File: config.mk
export PLATFORM = sky130hd
export DESIGN_NAME = vec3_fxp_xdot_unit
export DESIGN_NICKNAME = d
export VERILOG_FILES = /design/src/rtl/vec3_pkg.sv /design/src/rtl/fxp_norm_sat.sv /design/src/rtl/vec3_fxp_xdot_unit.sv
export SDC_FILE = /design/constraint.sdc
export NUM_CORES = 2
export LEC_CHECK = 0
export ABC_AREA = 1
export BUFFER_PORTS_ARGS = -buffer_cell sky130_fd_sc_hd__buf_2
export CORE_ASPECT_RATIO = 1.2
export CORE_MARGIN = 2
export CORE_UTILIZATION = 45
export DETAILED_ROUTE_END_ITERATION = 8
export HOLD_SLACK_MARGIN = 0.03
export PLACE_DENSITY = 0.59
export SLEW_MARGIN = 20
export SYNTH_ARGS = -nofsm -noshare
export SYNTH_HDL_FRONTEND = slang
export SYNTH_SLANG_ARGS = --single-unit
File: constraint.sdc
create_clock -name clk_in -period 26.5 [get_ports clk_in]
set_clock_uncertainty 0.05 [all_clocks]
set_input_delay 5.3 -clock clk_in [delete_from_list [all_inputs] [get_ports clk_in]]
set_output_delay 5.3 -clock clk_in [all_outputs]
set_load 0.1 [all_outputs]
File: src/rtl/vec3_pkg.sv
// Shared types, product counts and operand-select schedules for the vec3 product engine.
package vec3_pkg;

    typedef enum logic [1:0] {
        IDLE = 2'd0,
        MUL  = 2'd1,
        NORM = 2'd2,
        OUT  = 2'd3
    } vec3_state_t;

    typedef enum logic {
        MODE_CROSS = 1'b0,
        MODE_DOT   = 1'b1
    } vec3_mode_t;

    localparam logic [2:0] CROSS_N_PROD = 3'd6;
    localparam logic [2:0] DOT_N_PROD   = 3'd3;

    // 2-bit component index per product step (0=x, 1=y, 2=z), step 0 in the LSBs.
    // Cross: p0=ay*bz p1=az*by p2=az*bx p3=ax*bz p4=ax*by p5=ay*bx
    localparam logic [11:0] CROSS_A_SEL = {2'd1, 2'd0, 2'd0, 2'd2, 2'd2, 2'd1};
    localparam logic [11:0] CROSS_B_SEL = {2'd0, 2'd1, 2'd2, 2'd0, 2'd1, 2'd2};
    localparam logic [11:0] DOT_A_SEL   = {6'd0, 2'd2, 2'd1, 2'd0};
    localparam logic [11:0] DOT_B_SEL   = {6'd0, 2'd2, 2'd1, 2'd0};

    function automatic logic [1:0] sel_entry(input logic [11:0] tbl, input logic [2:0] idx);
        sel_entry = tbl[{idx, 1'b0} +: 2];
    endfunction

endpackage

File: src/rtl/fxp_norm_sat.sv
// Rescales a full-precision sum by FRAC (floor) and either clamps or wraps it to WIDTH bits.
module fxp_norm_sat #(
    parameter int IN_W     = 66,
    parameter int WIDTH    = 32,
    parameter int FRAC     = 16,
    parameter bit SATURATE = 1'b1
) (
    input  logic signed [IN_W-1:0]  value_i,
    output logic signed [WIDTH-1:0] value_o,
    output logic                    sat_o
);

    logic signed [IN_W-1:0]  shifted;
    logic [IN_W-WIDTH:0]     top_bits;
    logic                    overflow;

    assign shifted  = value_i >>> FRAC;
    // The value fits in WIDTH bits only when everything from bit WIDTH-1 up is a sign copy.
    assign top_bits = shifted[IN_W-1:WIDTH-1];
    assign overflow = !((&top_bits) || !(|top_bits));

    always_comb begin
        value_o = shifted[WIDTH-1:0];
        sat_o   = 1'b0;
        if (SATURATE && overflow) begin
            sat_o   = 1'b1;
            value_o = shifted[IN_W-1] ? {1'b1, {(WIDTH-1){1'b0}}}
                                      : {1'b0, {(WIDTH-1){1'b1}}};
        end
    end

endmodule

File: src/rtl/vec3_fxp_xdot_unit.sv
// Sequential fixed-point cross/dot product engine built around one shared multiplier.
module vec3_fxp_xdot_unit
    import vec3_pkg::*;
#(
    parameter int WIDTH    = 32,
    parameter int FRAC     = 16,
    parameter bit SATURATE = 1'b1
) (
    input  logic             clk_in,
    input  logic             rst_in,
    input  logic             valid_in,
    input  logic             mode_in,
    input  logic [WIDTH-1:0] vec_ax,
    input  logic [WIDTH-1:0] vec_ay,
    input  logic [WIDTH-1:0] vec_az,
    input  logic [WIDTH-1:0] vec_bx,
    input  logic [WIDTH-1:0] vec_by,
    input  logic [WIDTH-1:0] vec_bz,
    output logic             vec_ready,
    output logic [WIDTH-1:0] value_out_x,
    output logic [WIDTH-1:0] value_out_y,
    output logic [WIDTH-1:0] value_out_z,
    output logic             sat_out,
    output logic             valid_out,
    input  logic             result_ready_in
);

    localparam int SUM_W = 2*WIDTH + 2;

    vec3_state_t              state_q, state_d;
    logic [2:0]               idx_q, idx_d;
    vec3_mode_t               mode_q;
    logic signed [WIDTH-1:0]  a_q [3];
    logic signed [WIDTH-1:0]  b_q [3];
    logic signed [2*WIDTH-1:0] p_q [6];
    logic signed [WIDTH-1:0]  val_q [3];
    logic                     sat_q;

    logic                     accept;
    logic [2:0]               last_idx;
    logic [1:0]               a_sel, b_sel;
    logic signed [WIDTH-1:0]  a_op, b_op;
    logic signed [2*WIDTH-1:0] product;
    logic signed [SUM_W-1:0]  sum [3];
    logic signed [WIDTH-1:0]  norm_val [3];
    logic [2:0]               norm_sat;

    assign accept   = valid_in && (state_q == IDLE);
    assign last_idx = (mode_q == MODE_DOT) ? (DOT_N_PROD - 3'd1) : (CROSS_N_PROD - 3'd1);
    assign a_sel    = (mode_q == MODE_DOT) ? sel_entry(DOT_A_SEL, idx_q) : sel_entry(CROSS_A_SEL, idx_q);
    assign b_sel    = (mode_q == MODE_DOT) ? sel_entry(DOT_B_SEL, idx_q) : sel_entry(CROSS_B_SEL, idx_q);

    always_comb begin
        a_op = a_q[2];
        b_op = b_q[2];
        case (a_sel)
            2'd0:    a_op = a_q[0];
            2'd1:    a_op = a_q[1];
            default: a_op = a_q[2];
        endcase
        case (b_sel)
            2'd0:    b_op = b_q[0];
            2'd1:    b_op = b_q[1];
            default: b_op = b_q[2];
        endcase
    end

    assign product = a_op * b_op;

    // Combine products at full precision so the subtraction/addition can never overflow.
    always_comb begin
        sum[0] = '0;
        sum[1] = '0;
        sum[2] = '0;
        if (mode_q == MODE_DOT) begin
            sum[0] = SUM_W'(p_q[0]) + SUM_W'(p_q[1]) + SUM_W'(p_q[2]);
        end else begin
            sum[0] = SUM_W'(p_q[0]) - SUM_W'(p_q[1]);
            sum[1] = SUM_W'(p_q[2]) - SUM_W'(p_q[3]);
            sum[2] = SUM_W'(p_q[4]) - SUM_W'(p_q[5]);
        end
    end

    for (genvar gi = 0; gi < 3; gi++) begin : g_norm
        fxp_norm_sat #(
            .IN_W     (SUM_W),
            .WIDTH    (WIDTH),
            .FRAC     (FRAC),
            .SATURATE (SATURATE)
        ) u_norm (
            .value_i (sum[gi]),
            .value_o (norm_val[gi]),
            .sat_o   (norm_sat[gi])
        );
    end

    always_comb begin
        state_d = state_q;
        idx_d   = idx_q;
        case (state_q)
            IDLE: begin
                if (accept) begin
                    state_d = MUL;
                    idx_d   = 3'd0;
                end
            end
            MUL: begin
                if (idx_q == last_idx) begin
                    state_d = NORM;
                    idx_d   = 3'd0;
                end else begin
                    idx_d = idx_q + 3'd1;
                end
            end
            NORM:    state_d = OUT;
            default: begin
                if (result_ready_in) state_d = IDLE;
            end
        endcase
    end

    always_ff @(posedge clk_in) begin
        if (rst_in) begin
            state_q <= IDLE;
            idx_q   <= 3'd0;
            mode_q  <= MODE_CROSS;
            sat_q   <= 1'b0;
            for (int i = 0; i < 3; i++) val_q[i] <= '0;
        end else begin
            state_q <= state_d;
            idx_q   <= idx_d;
            if (accept) mode_q <= vec3_mode_t'(mode_in);
            if (state_q == NORM) begin
                for (int i = 0; i < 3; i++) val_q[i] <= norm_val[i];
                sat_q <= |norm_sat;
            end
        end
    end

    // Operand and product registers are pure datapath; the FSM decides when they matter.
    always_ff @(posedge clk_in) begin
        if (accept) begin
            a_q[0] <= vec_ax;
            a_q[1] <= vec_ay;
            a_q[2] <= vec_az;
            b_q[0] <= vec_bx;
            b_q[1] <= vec_by;
            b_q[2] <= vec_bz;
        end
        if (state_q == MUL) p_q[idx_q] <= product;
    end

    assign vec_ready   = (state_q == IDLE);
    assign valid_out   = (state_q == OUT);
    assign value_out_x = val_q[0];
    assign value_out_y = val_q[1];
    assign value_out_z = val_q[2];
    assign sat_out     = sat_q;

endmodule

==> impl_metrics.py <==
metrics = {
    "outcome": {
        "status": "complete, no violations",
    },
    "timing": {
        "finalCritPeriodShare": 0.4497,
        "fmax_ghz": 0.08392,
        "fin_tns_setup_ns": 0,
        "relSlewSlack": 0.1781,
        "tightest_slew_ns": 1.232,
        "drv_slew": 0,
        "rsz0062_at_grt": "no",
        "finalCriticalPeriod_ns": 11.92,
        "finalSetupViolCount": 0,
        "hold_viol": 0,
        "hold-worst-slack_ns": 0.4218,
    },
    "synth": {
        "synth_common_cells": "nand2_1 (2,661), inv_1 (2,339), fa_1 (1,145)",
        "synth.most_common_cell": "nand2_1",
        "synth_compound_area_frac": 0.06669,
        "synth_top_family_by_area": "adder cells",
        "synth.net_count": 12074,
        "synthAdderAreaFrac": 0.3450,
        "ys_types": 58,
        "synth-simple-area-share": 0.2076,
        "synth-xor-area-share": 0.01389,
        "yosys_warnings": 0,
        "ys.flop_type": "edfxtp_1",
        "yosysSeqAreaShare": 0.2460,
        "synthMuxAreaShare": 0,
        "syn_inst": 10287,
        "synth_top_cell_area_share": 0.2776,
        "yosys-top-cells-area": "fa_1 (28%), edfxtp_1 (24%), nand2_1 (12%)",
        "syn_area_per_cell_sq_um": 8.028,
        "asyncSetResetFlopFracSynth": 0,
        "ys_ff_latch": 679,
        "synth_top_cell_by_area": "fa_1",
        "syn_area_sq_um": 82590,
        "synth_edf_count": 672,
    },
    "cts": {
        "cts_buffer_depth": 3,
        "clk_pin_slew_ns": 0.06,
        "cts-root-buf": "clkbuf_16",
        "numCtsBuffers": 77,
        "cts_setup_buffers": 0,
        "insertion_delay_ns": 0.72,
        "htreeDepth": 3,
        "post_cts_resized": 0,
        "cts_tree": "done",
        "cts_hold_buf": 0,
        "clkSinkCount": 679,
    },
    "drt": {
        "vias": 69739,
        "ant_nets": 0,
        "first_pass_iters": 8,
        "drt_iter0_drc": 5811,
        "vias_per_cell": 5.350,
        "drcViolationCount": 0,
        "wl_per_cell_um": 25.70,
        "wl_um": 335000,
    },
    "global_route": {
        "grt_pass1_vias": 72555,
        "grtUsageTotal": 0.3593,
        "grt-ovfl-total": 0,
        "grt_pass1_wl_um": 485600,
        "grt_start_max_net_pins": 111,
        "antenna_found_initial": 5,
    },
    "floorplanning": {
        "core_sq_um": 182700,
        "initial_core_util": 0.4520,
        "io_pins": 296,
        "dieWidth_um": 395.1,
        "rows": 172,
        "die_y_um": 473.3,
        "dieArea_sq_um": 187000,
    },
    "critical_path": {
        "critPathCaptureType": "flop",
        "required_ns": 26.85,
        "crit_top_cell": "fa_1",
        "crit_fanout": 32,
        "max_stage_delay_ns": 0.92,
        "cp-start-kind": "flop",
        "worstSetupPathType": "flop to flop",
        "critical_path_arrival_ns": 12.26,
        "slowest_stage": "fa_1",
    },
    "placement": {
        "numPortBuffers": 295,
        "dp_hpwl_um": 284400,
        "gp_congestion": 1.021,
        "dpl-instance-area_sq_um": 87250,
    },
    "cells_and_area": {
        "area_growth_pct": 8.645,
        "post-route-util": 0.4911,
        "nNetsFinal": 12319,
        "design_area_sq_um": 89730,
        "fillCellCount": 18111,
        "drive_gt1_frac": 0.06880,
    },
    "worst_hold_path": {
        "hp-class": "flop to flop",
    },
    "flow_run": {
        "max_cap_violations": 0,
    },
}
==> cell type report <==
class	count	area [sq um]	share of cell area
diodes	3	7.507	0.00008367
clock buffers	91	2001	0.02230
clock inverters	52	466.7	0.005201
inverters	2391	8986	0.1002
multi-input cells	6989	52670	0.5871
flip-flops and latches	679	20320	0.2265
well taps	2436	3048	0.03397
repair buffers	394	2220	0.02474
==> sequential cells by signal (all words and copies together) (netlist names) <==
register and cells:
state_q 2, mode_q 1, b_q 96, idx_q 3, p_q 384, val_q 96
a_q 96, sat_out 1
==> critical path: cells and delay by family (launching register included) <==
kind                       cells  cell delay (ns)
DFF                            1             0.45
xor gates and xnor gates       1             0.67
AOI/OAI and AO/OA              3             1.17
adders and majority gates     10             5.39
and+or+nand+nor               10             2.53
buffers and inverters          9             1.28
==> per-stage QoR <==
step           setup WS [ns]  instances
2_1_floorplan          16.21      10287
3_3_place_gp           14.58      12889
3_5_place_dp           14.51      12889
4_1_cts                14.46      13032
5_1_grt                13.86      13032
6_report               14.58      13035
==> logic make-up (layout without fill, tap and decap cells) <==
family,after synthesis,count (layout)
adders and majority gates,1590,1590
AOI/OAI and AO/OA,962,962
and+or+nand+nor,4306,4306
DFF,679,679
xor gates and xnor gates,131,131
buffers and inverters,2619,2928
other,0,3
==> routing by layer <==
layer  track usage  up-vias  routed length [um]
met3       0.04475      910               21920
met5             0        -                   0
met2        0.6013     3144              156900
li1              -    31655                   -
met1        0.4286    34030              126800
met4        0.2578        0               29360
==> path summary, 6_finish.rpt <==
path                               end  slack [ns]  depth (start not counted)                   from
hold reg to reg   sat_out$_SDFFE_PP0P_        0.42                          2   sat_out$_SDFFE_PP0P_
hold / removal    sat_out$_SDFFE_PP0P_        0.42                          2   sat_out$_SDFFE_PP0P_
setup / recovery  p_q[2][59]$_DFFE_PP_       14.58                         33  idx_q[0]$_SDFFE_PP0P_
setup reg to reg  p_q[2][59]$_DFFE_PP_       14.58                         33  idx_q[0]$_SDFFE_PP0P_
==> cells in the final DEF, fill, tap and decap left out, types with 67 or more instances in the layout <==
cell,instances
nand2_1,2660
inv_1,2338
fa_1,1145
nor2_1,1114
edfxtp_1,672
a21oi_1,551
ha_1,445
buf_2,295
nand3_1,293
o21ai_0,213
buf_4,99
clkbuf_16,78
xor2_1,67
Power is left out: the tool's default activity adds up to more than one toggle a clock period on the data nets, which glitch-free logic cannot reach.
